<file path="src/rtl/io_pkg.sv">
// rtl/io_pkg.sv - shared constants and interrupt state type for the input-side peripheral
package io_pkg;

  localparam int IO_DATA_W          = 8;
  localparam int IO_DEFAULT_DEPTH   = 4;
  localparam int IO_DEFAULT_HOLDOFF = 8;

  typedef enum logic [1:0] {
    IDLE,
    PULSE,
    WAIT_TAKE,
    HOLD
  } irq_state_t;

endpackage

</file>
<file path="src/rtl/io_in_fifo.sv">
// rtl/io_in_fifo.sv - byte FIFO with registered count; head reads 0 when empty
// Caller guarantees no push when full and no pop when empty.
module io_in_fifo
  import io_pkg::*;
#(
  parameter int DEPTH = IO_DEFAULT_DEPTH
) (
  input  logic                       clk,
  input  logic                       reset,
  input  logic                       i_push,
  input  logic [IO_DATA_W-1:0]       i_data,
  input  logic                       i_pop,
  output logic [IO_DATA_W-1:0]       o_head,
  output logic [$clog2(DEPTH):0]     o_count,
  output logic                       o_full,
  output logic                       o_empty
);

  localparam int AW = $clog2(DEPTH);
  localparam int CW = AW + 1;

  logic [IO_DATA_W-1:0] r_mem [DEPTH];
  logic [AW-1:0]        r_wr_ptr;
  logic [AW-1:0]        r_rd_ptr;
  logic [CW-1:0]        r_count;

  always_ff @(posedge clk) begin
    if (reset) begin
      r_wr_ptr <= '0;
      r_rd_ptr <= '0;
      r_count  <= '0;
    end else begin
      if (i_push) r_wr_ptr <= r_wr_ptr + AW'(1);
      if (i_pop)  r_rd_ptr <= r_rd_ptr + AW'(1);
      case ({i_push, i_pop})
        2'b10:   r_count <= r_count + CW'(1);
        2'b01:   r_count <= r_count - CW'(1);
        default: r_count <= r_count;
      endcase
    end
  end

  always_ff @(posedge clk) begin
    if (i_push) r_mem[r_wr_ptr] <= i_data;
  end

  assign o_full  = (r_count == CW'(DEPTH));
  assign o_empty = (r_count == '0);
  assign o_count = r_count;
  // Gating on the registered count keeps stale storage off the port.
  assign o_head  = o_empty ? '0 : r_mem[r_rd_ptr];

endmodule

</file>
<file path="src/rtl/io_in_ctrl.sv">
// rtl/io_in_ctrl.sv - producer handshake, overflow flag and interrupt FSM in front of the core
// Optional build macro: IO_IN_IRQ_EN enables the interrupt FSM; otherwise interrupt is tied low.
module io_in_ctrl
  import io_pkg::*;
#(
  parameter int DEPTH   = IO_DEFAULT_DEPTH,
  parameter int HOLDOFF = IO_DEFAULT_HOLDOFF
) (
  input  logic                   clk,
  input  logic                   reset,
  input  logic                   i_ext_valid,
  input  logic [IO_DATA_W-1:0]   i_ext_data,
  output logic                   o_ext_ready,
  input  logic                   i_in_take,
  output logic [IO_DATA_W-1:0]   o_input_port,
  output logic                   o_interrupt,
  output logic [$clog2(DEPTH):0] o_fifo_count,
  output logic                   o_overflow,
  input  logic                   i_clr_overflow
);

  logic w_full;
  logic w_empty;
  logic w_push;
  logic w_pop;
  logic r_overflow;

  assign o_ext_ready = !w_full;
  assign w_push      = i_ext_valid && !w_full;
  assign w_pop       = i_in_take && !w_empty;

  io_in_fifo #(
    .DEPTH (DEPTH)
  ) u_fifo (
    .clk     (clk),
    .reset   (reset),
    .i_push  (w_push),
    .i_data  (i_ext_data),
    .i_pop   (w_pop),
    .o_head  (o_input_port),
    .o_count (o_fifo_count),
    .o_full  (w_full),
    .o_empty (w_empty)
  );

  // Set has priority over clear so a drop in the clearing cycle is not lost.
  always_ff @(posedge clk) begin
    if (reset) begin
      r_overflow <= 1'b0;
    end else if (i_ext_valid && w_full) begin
      r_overflow <= 1'b1;
    end else if (i_clr_overflow) begin
      r_overflow <= 1'b0;
    end
  end

  assign o_overflow = r_overflow;

`ifdef IO_IN_IRQ_EN
  localparam logic [7:0] HOLD_LOAD = 8'(HOLDOFF);

  irq_state_t r_state;
  irq_state_t w_state_nxt;
  logic [7:0] r_hold;
  logic [7:0] w_hold_nxt;
  logic       r_irq;
  logic       w_irq_nxt;

  always_ff @(posedge clk) begin
    if (reset) begin
      r_state <= IDLE;
      r_hold  <= '0;
      r_irq   <= 1'b0;
    end else begin
      r_state <= w_state_nxt;
      r_hold  <= w_hold_nxt;
      r_irq   <= w_irq_nxt;
    end
  end

  always_comb begin
    w_state_nxt = r_state;
    w_hold_nxt  = r_hold;
    w_irq_nxt   = 1'b0;
    case (r_state)
      IDLE: begin
        if (!w_empty) w_state_nxt = PULSE;
      end
      // A pop while the pulse is still up already consumes the request.
      PULSE, WAIT_TAKE: begin
        if (w_pop) begin
          w_state_nxt = HOLD;
          w_hold_nxt  = HOLD_LOAD;
        end else begin
          w_state_nxt = WAIT_TAKE;
        end
      end
      HOLD: begin
        if (r_hold == 8'd0) w_state_nxt = IDLE;
        else                w_hold_nxt  = r_hold - 8'd1;
      end
      default: w_state_nxt = IDLE;
    endcase
    w_irq_nxt = (w_state_nxt == PULSE);
  end

  assign o_interrupt = r_irq;
`else
  assign o_interrupt = 1'b0;
`endif

endmodule

</file>
<file path="config.mk">
export PLATFORM = sky130hd
export DESIGN_NAME = io_in_ctrl
export DESIGN_NICKNAME = d
export VERILOG_FILES = /design/src/rtl/io_pkg.sv /design/src/rtl/io_in_fifo.sv /design/src/rtl/io_in_ctrl.sv
export SDC_FILE = /design/constraint.sdc
export NUM_CORES = 1
export LEC_CHECK = 0
export BUFFER_PORTS_ARGS = -buffer_cell sky130_fd_sc_hd__buf_2
export CAP_MARGIN = 10
export CELL_PAD_IN_SITES_DETAIL_PLACEMENT = 2
export CELL_PAD_IN_SITES_GLOBAL_PLACEMENT = 2
export CORE_MARGIN = 1.5
export CORE_UTILIZATION = 39
export CTS_CLUSTER_DIAMETER = 40
export DETAILED_ROUTE_END_ITERATION = 12
export PLACE_DENSITY_LB_ADDON = 0.1
export SLEW_MARGIN = 20
export SYNTH_ARGS = -nofsm -noshare
export SYNTH_HDL_FRONTEND = slang
export SYNTH_SLANG_ARGS = --single-unit
</file>
<file path="constraint.sdc">
create_clock -name clk -period 2.2 [get_ports clk]
set_input_delay 0.44 -clock clk [delete_from_list [all_inputs] [get_ports clk]]
set_output_delay 0.44 -clock clk [all_outputs]
set_load 0.01 [all_outputs]
</file>
==> parameters.txt, run 1 <==
Parameter                              Value

Clock network
  Maximum number of buffers from clock root to sink ... 2
  Clock tree from TritonCTS ... built
  Clock latency reported for the late side of the worst-skew pair ... just under 0.3 ns
  TritonCTS buffer count ... 5
  Count of clock tree sinks ... 42
  Deepest level of the CTS H-tree ... 2
  Post-CTS clock slew at the launch and capture registers of the worst setup and hold paths ... 0.08 ns
  Buffer cell driving the clock tree root ... clkbuf_8

Yosys
  Sequential share of the synthesized area ... around 66%
  Fraction of synthesized cell area taken by the top area cell type ... a little under three fifths
  Synth Instances ... about 110
  #FFs+latches synth ... 42
  Synthesis warning total ... 0
  Cell types with the largest area share after synthesis ... edfxtp_1 55%, dfxtp_1 11%, mux4_2 10%, ha_1 3.6%, and2b_1 3.0%
  Post-synthesis area per instance ... ~16 µm²
  Number of different library cells in the post-synthesis netlist ... 26
  Cell taking the most area after synthesis ... edfxtp_1
  Net count of the mapped netlist ... 130
  Synthesized area ... approximately 1700 µm²

Place
  Number of port buffers ... 25
  Post-Place Setup Slack ... around 0.12 ns
  Routability congestion estimate ... 0.717
  Placed wire-length estimate after detailed placement ... 2720 µm

Hold path
  Beginning of the worst hold path ... i_ext_data[5]
  Min-delay worst type ... in -> reg
  Depth of the worst hold-timing path ... 1
  Endpoint, Worst Hold ... u_fifo.r_mem[2][5]$_DFFE_PP_

GRT
  Wire length of the first global-routing pass ... just under 6000 µm
  Global-route total usage across every layer ... around 16%
  Via count of the first global-routing pass ... between 1000 and 1500
  Number of antenna violations at the first check in global routing ... 0
  Total congestion overflow ... 0
  Maximum number of pins on one net before global-route repair ... 13

Power and ir drop
  Portion of total power attributed to the clock network ... 25.1%
  Maximum vdd drop ... roughly 0.40 mV
  Power Density ... approximately 1100 nW/µm²
  Fraction of power consumed by combinational cells ... between 30% and 40%
  Power spent charging and discharging nets ... about 690 µW
  Int Pwr ... about 1.7 mW
  Leak Pwr ... between 0.7 and 0.8 nW
  Sw Ratio ... 29.2%
  Fraction of power consumed by sequential logic ... between 40% and 50%

Critical path
  Startpoint of the worst register-to-register path ... u_fifo.o_count[1]$_SDFFE_PP0P_
  Crit Path Max Fanout ... 8
  RR Endpoint ... u_fifo.o_count[2]$_SDFFE_PP0P_
  Startpoint class of the critical path ... register
  Crit path kind ... reg -> out
  Depth of the most critical reg-to-reg path ... 9
  Critical Path End Type ... output pin
  Required time of the critical path ... 1.76 ns
  R2R Setup Slk ... between 0.15 and 0.2 ns
  Data arrival time of the critical path ... ~1.7 ns

STA
  Total of endpoints with negative setup slack in the final report ... 0
  Achievable clock frequency ... between 400 and 500 MHz
  Clock Skews ... approximately 0.0029 ns
  Final max-slew violation count ... 0
  Summed negative setup slack over all endpoints ... 0 ns
  Final critical delay including setup and external delays ... about 2.1 ns
  Final number of hold-violating endpoints ... 0
  Period utilisation layout ... between 90% and 100%
  Crit path setup slack, layout ... about 0.11 ns
  Worst-case hold slack ... approximately 0.36 ns
  Unrepaired setup endpoints after global routing ... false

Floorplanning
  Top-Level Pins ... 27
  Initial Util ... 40.4%
  Floorplan Core Area ... ~4300 µm²
  Number of placement rows ... 24
  Die extent in x ... around 70 µm
  Full die area ... between 4000 and 5000 µm²
  Die H ... between 60 and 70 µm

Final layout
  Most common library cell in the layout ignoring fill and taps ... edfxtp_1
  Layout Area Growth over Synthesis ... 17.8%
  Commonest cells after routing, fill and taps aside ... 32 x edfxtp_1, 25 x buf_2, 9 x inv_1, 8 x mux4_2, 8 x dfxtp_1
  Fraction of layout instances using a drive strength above 1 ... between 30% and 40%
  Utilization after layout ... about 48%
  Final antenna diode count ... 0
  Footprint of the flip-flops and latches ... 1160 µm²
  Nets ... approximately 160
  Layout fillers ... approximately 430
  Area taken by multi-input logic gates ... between 500 and 600 µm²

Job
  Max-Cap Viols ... 0

Routing
  Post-route DRC ... 0
  DR WL/cell ... 18.7 µm
  First drt pass iteration count ... 4
  Remaining number of nets flagged by the antenna check after routing ... 0
  Detailed router's first-iteration violation count ... 55
  Final wirelength ... about 3700 µm
  Average vias per placed instance ... just over 5
  Total number of vias ... a little under 1000

Status
  Run status ... finished clean
-- sequential cells by signal (all words and copies together), names as in the netlist, named ones only --
name / flops
o_overflow: 1
u_fifo.o_count: 3
u_fifo.r_mem: 32
u_fifo.r_rd_ptr: 2
u_fifo.r_wr_ptr: 2
-- worst max-delay path by stage --
stage                                      to  slack [ns]
2_1_floorplan  u_fifo.o_count[2]$_SDFFE_PP0P_        0.11
3_3_place_gp   u_fifo.o_count[2]$_SDFFE_PP0P_        0.21
3_5_place_dp   u_fifo.o_count[2]$_SDFFE_PP0P_        0.12
4_1_cts                       o_input_port[3]        0.04
5_1_grt        u_fifo.o_count[2]$_SDFFE_PP0P_       0.007
6_report                      o_input_port[3]        0.11
-- metrics by stage --
step	area (µm²)	cells	power (mW)
after detailed placement	1940	188	1.78
final	2060	196	2.35
after global routing	2060	196	2.48
after global placement	1940	188	1.73
after floorplan	1750	111	1.51
after CTS	2050	196	2.37
-- power by group through the flow --
stage               Clock [mW]  Sequential (mW)  Combinational [mW]
finish                   0.590             1.04               0.722
global route             0.638             1.05               0.794
CTS                      0.607             1.03               0.729
detailed placement           0             1.05               0.728
global placement             0             1.04               0.694
floorplan                    0             1.03               0.479
-- worst max-delay path, cell delays in order, from the launching register on --
cell	delay (ns)
dfxtp_1	0.34
buf_6	0.18
mux4_2	0.51
and2b_1	0.20
buf_2	0.15
-- final cells by class --
cell class	count	area share, %
repair buffers	29	7.72
inverters	9	1.64
clock inverters	1	1.46
well taps	52	3.16
flip-flops and latches	42	56.5
clock buffers	7	3.71
multi-input cells	56	25.8
-- per-layer routing --
metal  vias to the layer above  GRT usage [%]  wire length [µm]  part of all wire (%)
met1                       503           18.3              1410                    38
met2                        19           30.5              2060                    56
met3                         5           4.47               157                   4.3
met5                         -              0                 0                     0
met4                         0           5.13                36                  0.98
li1                        459              -                 -                     -
-- synth_stat cells (all sizes together) --
library cell  number
nand2              1
nor3b              1
dfxtp             10
nand2b             2
or3                3
buf                2
nor3               1
o31ai              1
o21ai              3
nor2b              2
clkbuf             2
nor2               7
fa                 1
mux2i              1
inv                9
xor2               3
edfxtp            32
ha                 5
mux4               8
a21oi              5
and2               4
and2b              7
conb               1
-- cell families (layout without fill, tap and decap cells) --
logic type,after synthesis,after routing,synth area share [%]
AOI/OAI and AO/OA,9,9,2.72
xor gates and xnor gates,3,3,1.50
adders and majority gates,6,6,4.73
buffers and inverters,13,46,3.51
DFF,42,42,66.5
muxes,9,9,10.9
other,1,1,0.215
and+or+nand+nor,28,28,9.96
-- repair_timing --
action | CTS | global route
hold buffers | 0 | 0
endpoints found under the setup margin | 0 | 2
hold endpoints to repair | 0 | 0
resized for setup | 0 | 4
setup buffers | 0 | 0
Note: power is estimated with default switching activity, not from simulation.
==> run 2, diff against run 1 <==
- BUFFER_PORTS_ARGS: -buffer_cell sky130_fd_sc_hd__buf_2 -> unset
- CORE_UTILIZATION: 39 -> 43
- DONT_BUFFER_PORTS: unset -> 1
==> run 2 against run 1 <==
Against the previous run: routed wire length decreased by 5.8%; first-iteration DRC count increased by 16%; count of clock-buffer cells in the layout unchanged; global-route usage increased by 1.8 points; register-to-register slack about the same; hold slack got worse by 0.15 ns; clock skew increased by 0.00093 ns; utilization increased by 3.2 points; largest cell class unchanged.
==> parameters.txt, run 2 (synthesized netlist as in run 1, its figures left out) <==
Parameter                              Value

Hold path
  Min-delay worst type ... in -> reg
  Depth of the worst hold-timing path ... 1
  Beginning of the worst hold path ... reset
  Endpoint, Worst Hold ... u_fifo.o_count[2]$_SDFFE_PP0P_

STA
  Clock Skews ... between 0.003 and 0.004 ns
  Period utilisation layout ... between 90% and 100%
  Final max-slew violation count ... 0
  Worst-case hold slack ... around 0.21 ns
  Final number of hold-violating endpoints ... 0
  Total of endpoints with negative setup slack in the final report ... 0
  Final critical delay including setup and external delays ... roughly 2.0 ns
  Unrepaired setup endpoints after global routing ... false
  Achievable clock frequency ... roughly 490 MHz
  Summed negative setup slack over all endpoints ... 0 ns

Floorplanning
  Initial Util ... a little under half
  Number of placement rows ... 22
  Floorplan Core Area ... 3770 µm²
  Die H ... roughly 67 µm
  Top-Level Pins ... 27
  Full die area ... around 4500 µm²
  Die extent in x ... between 60 and 70 µm

Critical path
  Depth of the most critical reg-to-reg path ... 9
  R2R Setup Slk ... 0.16 ns
  Startpoint class of the critical path ... register
  Data arrival time of the critical path ... approximately 2.3 ns
  Ordered cell list for the critical path ... nor3b_4 -> nor2_1 -> inv_1 -> ha_1 -> inv_1 -> fa_1 -> xor2_1 -> or3_1 -> a21oi_1
  Critical Path Slowest Stage Cell ... fa_1
  Crit path kind ... reg -> reg
  Startpoint of the worst register-to-register path ... u_fifo.o_count[2]$_SDFFE_PP0P_
  Crit-path most repeated cell ... inv_1
  Critical Path End Type ... register
  Delay contributed by the slowest stage of the critical path ... approximately 0.39 ns
  RR Endpoint ... u_fifo.o_count[2]$_SDFFE_PP0P_
  Required time of the critical path ... between 2 and 2.5 ns
  Crit Path Max Fanout ... 6

Routing
  DR WL/cell ... slightly above 20 µm
  Remaining number of nets flagged by the antenna check after routing ... 0
  Detailed router's first-iteration violation count ... 64
  Post-route DRC ... 0
  Final wirelength ... 3460 µm
  Average vias per placed instance ... 5.22
  Total number of vias ... roughly 880
  First drt pass iteration count ... 2

Place
  Placed wire-length estimate after detailed placement ... between 2000 and 3000 µm
  Routability congestion estimate ... around 0.79
  Number of port buffers ... 0

Power and ir drop
  Power Density ... around 1100 nW/µm²
  Maximum vdd drop ... between 0.3 and 0.4 mV
  Leak Pwr ... just under 0.7 nW

Final layout
  Nets ... about 140
  Commonest cells after routing, fill and taps aside ... 32 x edfxtp_1, 9 x inv_1, 8 x mux4_2, 8 x dfxtp_1
  Most common library cell in the layout ignoring fill and taps ... edfxtp_1
  Area taken by multi-input logic gates ... around 530 µm²
  Layout fillers ... ~340
  Fraction of layout instances using a drive strength above 1 ... between 10% and 20%
  Final antenna diode count ... 0
  Footprint of the flip-flops and latches ... 1170 µm²
  Flip-flop count of the largest register, all copies and words added ... 32
  Layout Area Growth over Synthesis ... 9.67%
  Register containing the most flip-flops in the final layout ... u_fifo.r_mem

GRT
  Number of antenna violations at the first check in global routing ... 0
  Maximum number of pins on one net before global-route repair ... 13
  Via count of the first global-routing pass ... around 1000
  Total congestion overflow ... 0
  Global-route total usage across every layer ... ~18%
  Wire length of the first global-routing pass ... approximately 5500 µm

Clock network
  Post-CTS clock slew at the launch and capture registers of the worst setup and hold paths ... 0.07 ns
  Deepest level of the CTS H-tree ... 2
  Clock tree from TritonCTS ... built
  Count of clock tree sinks ... 42
  Setup repair bufs after CTS ... 0
  Number of hold-repair buffers added at the cts stage ... 0
  TritonCTS buffer count ... 5
  Maximum number of buffers from clock root to sink ... 2
  Buffer cell driving the clock tree root ... clkbuf_8
  Clock latency reported for the late side of the worst-skew pair ... about 0.28 ns
  Number of gates given a new drive strength after cts ... 0

Status
  Run status ... finished clean

Job
  Max-Cap Viols ... 0
==> run 2: cell types whose count changed in the layout (fill, tap and decap cells not counted) <==
cell       before  now
buf_6           1    0
buf_4           3    6
dfxtp_2         2    1
buf_2          25    0
dfxtp_4         0    1
clkinv_1        0    1
bufinv_16       1    0
==> run 2: worst max path at each step <==
| stage | start | to | slack [ns] | cells after the start |
|---|---|---|---|---|
| after floorplan | u_fifo.o_count[2]$_SDFFE_PP0P_ | u_fifo.o_count[2]$_SDFFE_PP0P_ | 0.11 | 9 |
| after global placement | u_fifo.o_count[1]$_SDFFE_PP0P_ | u_fifo.o_count[2]$_SDFFE_PP0P_ | 0.24 | 8 |
| after detailed placement | u_fifo.o_count[2]$_SDFFE_PP0P_ | u_fifo.o_count[2]$_SDFFE_PP0P_ | 0.07 | 9 |
| after CTS | u_fifo.o_count[2]$_SDFFE_PP0P_ | u_fifo.o_count[2]$_SDFFE_PP0P_ | 0.04 | 9 |
| after global routing | u_fifo.o_count[2]$_SDFFE_PP0P_ | u_fifo.o_count[2]$_SDFFE_PP0P_ | 0.02 | 9 |
| final | u_fifo.o_count[2]$_SDFFE_PP0P_ | u_fifo.o_count[2]$_SDFFE_PP0P_ | 0.16 | 9 |
==> run 2: stage by stage <==
| step | instance area, µm² | total power [mW] | util [%] | setup WS [ns] | std cells |
|---|---|---|---|---|---|
| after CTS | 1900 | 2.16 | 50.5 | 0.0421 | 169 |
| final | 1920 | 2.13 | 50.8 | 0.160 | 169 |
| after floorplan | 1750 | 1.51 | - | 0.109 | 111 |
| after global placement | 1820 | 1.65 | 48.4 | 0.244 | 161 |
| after detailed placement | 1820 | 1.70 | 48.4 | 0.0670 | 161 |
| after global routing | 1920 | 2.25 | 50.8 | 0.0151 | 169 |
==> run 2: power breakdown <==
group	internal, mW	switching, mW	leakage (nW)
sequential	0.962	0.0734	0.377
clock	0.221	0.239	0.0399
combinational	0.305	0.333	0.261
total	1.49	0.645	0.678
==> run 2: worst max-delay path: cells and delay by family, from the launching register on <==
kind                       cells  cell delay, ns
DFF                            1            0.38
AOI/OAI and AO/OA              1            0.14
xor gates and xnor gates       1            0.17
adders and majority gates      2            0.56
and+or+nand+nor                3            0.58
buffers and inverters          2            0.12
==> run 2: cell type report <==
cell class                      instances  area share [%]
Sequential cell                        42            60.9
Multi-Input combinational cell         56            27.7
Clock buffer                            7            3.98
Tap cell                               48            3.14
Timing Repair Buffer                    6            2.35
Inverter                                9            1.76
Clock inverter                          1           0.196
==> run 2: per-layer routing <==
metal  vias to the layer above  track usage, %  routed length, µm
li1                        413               -                  -
met1                       454            21.7               1450
met2                        13            31.5               1860
met3                         2            6.08                136
met4                         0            5.36                 18
met5                         -               0                  0
==> run 3, diff against run 2 <==
- ABC_AREA: unset -> 1
- CORE_UTILIZATION: 43 -> 39
- GPL_TIMING_DRIVEN: unset -> 0
==> run 3 against run 2 <==
Against the previous run: first-iteration DRC count shrank 14%; critical path depth grew 2; setup slack gained 0.036 ns; hold slack lost 0.011 ns; routed wire length grew 33%; synthesized cell count grew 53%; highest routed layer unchanged.
==> parameters.txt, run 3 <==
Parameter                              Value

Yosys
  Synth Instances ... 170
  Number of flops mapped to enable cells by yosys ... 32
  Share of flip-flops with an asynchronous set or reset ... 0%
  Most common cell in the netlist ... nor2_1
  Synthesis warning total ... 0
  Top cells by count, synth ... 40 x nor2_1, 32 x edfxtp_1, 19 x inv_1
  Net count of the mapped netlist ... between 150 and 200
  Number of different library cells in the post-synthesis netlist ... 18
  Sequential share of the synthesized area ... 64.8%
  Cell types with the largest area share after synthesis ... edfxtp_1 54%, dfxtp_1 11%, nor2_1 8.4%, inv_1 4.0%, a21oi_1 3.9%
  Fraction of synthesized cell area taken by the top area cell type ... approximately 54%
  Synthesized area ... 1790 µm²
  Cell taking the most area after synthesis ... edfxtp_1
  #FFs+latches synth ... 42
  Post-synthesis area per instance ... approximately 11 µm²
  Most used flip-flop cell after synthesis ... edfxtp_1

Floorplanning
  Die extent in x ... around 71 µm
  Floorplan Core Area ... between 4000 and 5000 µm²
  Number of placement rows ... 24
  Die H ... just over 70 µm
  Initial Util ... around two fifths
  Full die area ... 5010 µm²
  Top-Level Pins ... 27

Clock network
  Clock tree from TritonCTS ... built
  Maximum number of buffers from clock root to sink ... 2
  Post-CTS clock slew at the launch and capture registers of the worst setup and hold paths ... around 0.080 ns
  Count of clock tree sinks ... 42
  Setup repair bufs after CTS ... 0
  Clock latency reported for the late side of the worst-skew pair ... approximately 0.3 ns
  TritonCTS buffer count ... 5
  Deepest level of the CTS H-tree ... 2
  Buffer cell driving the clock tree root ... clkbuf_8
  Number of hold-repair buffers added at the cts stage ... 0

Routing
  Remaining number of nets flagged by the antenna check after routing ... 0
  Average vias per placed instance ... approximately 5.3
  First drt pass iteration count ... 4
  Total number of vias ... around 1200
  DR WL/cell ... around 20 µm
  Detailed router's first-iteration violation count ... between 50 and 60
  Post-route DRC ... 0
  Final wirelength ... 4610 µm

Final layout
  Layout Area Growth over Synthesis ... 8.94%
  Layout fillers ... roughly 470
  Non-Filler Cell Area, Final ... just under 2000 µm²
  Fraction of layout instances using a drive strength above 1 ... 11.2%
  Nets ... around 200
  Final antenna diode count ... 0
  Register containing the most flip-flops in the final layout ... u_fifo.r_mem
  Flip-flop count of the largest register, all copies and words added ... 32
  Utilization after layout ... between 40% and 50%
  Most common library cell in the layout ignoring fill and taps ... nor2_1
  Commonest cells after routing, fill and taps aside ... 40 x nor2_1, 32 x edfxtp_1, 19 x inv_1, 14 x nand2_1, 14 x a21oi_1
  Count of non-filler cells in the finished layout ... 230

Place
  Routability congestion estimate ... 0.703
  Number of port buffers ... 0
  Placed wire-length estimate after detailed placement ... 3350 µm
  Placed inst area ... 1860 µm²
  Cell count after placement ... 222

GRT
  Total congestion overflow ... 0
  Wire length of the first global-routing pass ... between 7000 and 8000 µm
  Number of antenna violations at the first check in global routing ... 0
  Maximum number of pins on one net before global-route repair ... 13
  Global-route total usage across every layer ... between 20% and 30%
  Via count of the first global-routing pass ... between 1000 and 1500

Hold path
  Min-delay worst type ... in -> reg
  Depth of the worst hold-timing path ... 1

STA
  Period utilisation layout ... between 90% and 100%
  Clock Skews ... 0.00625 ns
  Relative max-transition margin ... about 40%
  Transition time at the pin with the least slew margin ... 0.902 ns
  Final number of hold-violating endpoints ... 0
  Final max-slew violation count ... 0
  Total of endpoints with negative setup slack in the final report ... 0
  Final critical delay including setup and external delays ... approximately 2 ns
  Unrepaired setup endpoints after global routing ... false
  Summed negative setup slack over all endpoints ... 0 ns
  Achievable clock frequency ... about 500 MHz
  Worst-case hold slack ... between 0.2 and 0.25 ns

Critical path
  Critical Path Slowest Stage Cell ... fa_1
  Data arrival time of the critical path ... between 2 and 2.5 ns
  Critical Path End Type ... register
  Required time of the critical path ... 2.39 ns
  Crit Path Max Fanout ... 4
  Count of buffering cells on the critical path with inverters included ... 3
  Critical path depth in cells ... 11
  Depth of the most critical reg-to-reg path ... 11
  Ordered cell list for the critical path ... inv_1 -> nand2_1 -> nand2_1 -> inv_1 -> ha_1 -> inv_1 -> fa_1 -> nand2_1 -> nand3_1 -> nor2_1 -> nor2_1
  Startpoint class of the critical path ... register
  Crit path kind ... reg -> reg
  Critical path's top delay family ... simple AND/OR/NAND/NOR gates
  Delay contributed by the slowest stage of the critical path ... a little over 0.4 ns

Power and ir drop
  Power Density ... around 1200 nW/µm²
  Maximum vdd drop ... between 0.4 and 0.5 mV
  Leak Pwr ... ~0.74 nW

Status
  Run status ... finished clean

Job
  Max-Cap Viols ... 0
run 3: worst register-to-register path, stage by stage, from the launching register on:
cell	delay (ns)
dfxtp_2	0.40
inv_1	0.09
nand2_1	0.15
nand2_1	0.10
inv_1	0.10
ha_1	0.17
inv_1	0.08
fa_1	0.41
nand2_1	0.10
nand3_1	0.11
nor2_1	0.12
nor2_1	0.06
run 3: timing repair:
action / in CTS / in global routing
endpoints found under the setup margin: 0 / 1
hold endpoints to repair: 0 / 0
resized for setup: 0 / 3
run 3: final cells by class:
cell class	instances	area, µm²	area share (%)
tap	52	65.1	3.34
buffer	5	45.0	2.31
clock inverter	1	5.00	0.257
multi-input combinational	103	509	26.1
sequential	42	1160	59.7
clock buffer	7	86.3	4.43
inverter	20	75.1	3.85
run 3: power breakdown:
group          total [mW]  switching, mW  internal, mW  leakage [nW]
Combinational       0.704          0.501         0.203         0.311
Clock               0.511          0.258         0.253        0.0482
Sequential           1.04         0.0812         0.960         0.377
Total                2.26          0.840          1.42         0.736
run 3: cells by family after synthesis:
family	share of synthesized area [%]
AND/OR/NAND/NOR	14.7
flip-flops	64.8
AO/OA/AOI/OAI	8.95
buffers and inverters	6.71
adder cells (fa/ha/maj)	4.61
other	0.209
run 3: stage by stage:
step	total power, mW	setup slack [ns]
floorplan	1.55	0.489
global placement	1.70	0.311
detailed placement	1.77	0.146
CTS	2.29	0.117
global route	2.41	0.0125
finish	2.26	0.195
run 3: layer usage:
layer / global-route usage (%) / vias up / part of all wire (%) / wire, µm
li1: - / 571 / - / -
met1: 20.4 / 607 / 37 / 1730
met2: 40.0 / 29 / 57 / 2640
met3: 5.70 / 7 / 3.7 / 169
met4: 5.03 / 0 / 1.5 / 70
met5: 0 / - / 0 / 0
run 3: final timing paths:
check | startpoint | end | slack (ns)
worst max-delay path | u_fifo.o_count[2]$_SDFFE_PP0P_ | u_fifo.o_count[2]$_SDFFE_PP0P_ | 0.20
worst min-delay path | reset | o_overflow$_SDFFE_PP0P_ | 0.20
worst max register to register | u_fifo.o_count[2]$_SDFFE_PP0P_ | u_fifo.o_count[2]$_SDFFE_PP0P_ | 0.20
worst min register to register | u_fifo.r_rd_ptr[1]$_SDFFE_PP0P_ | u_fifo.r_rd_ptr[1]$_SDFFE_PP0P_ | 0.51
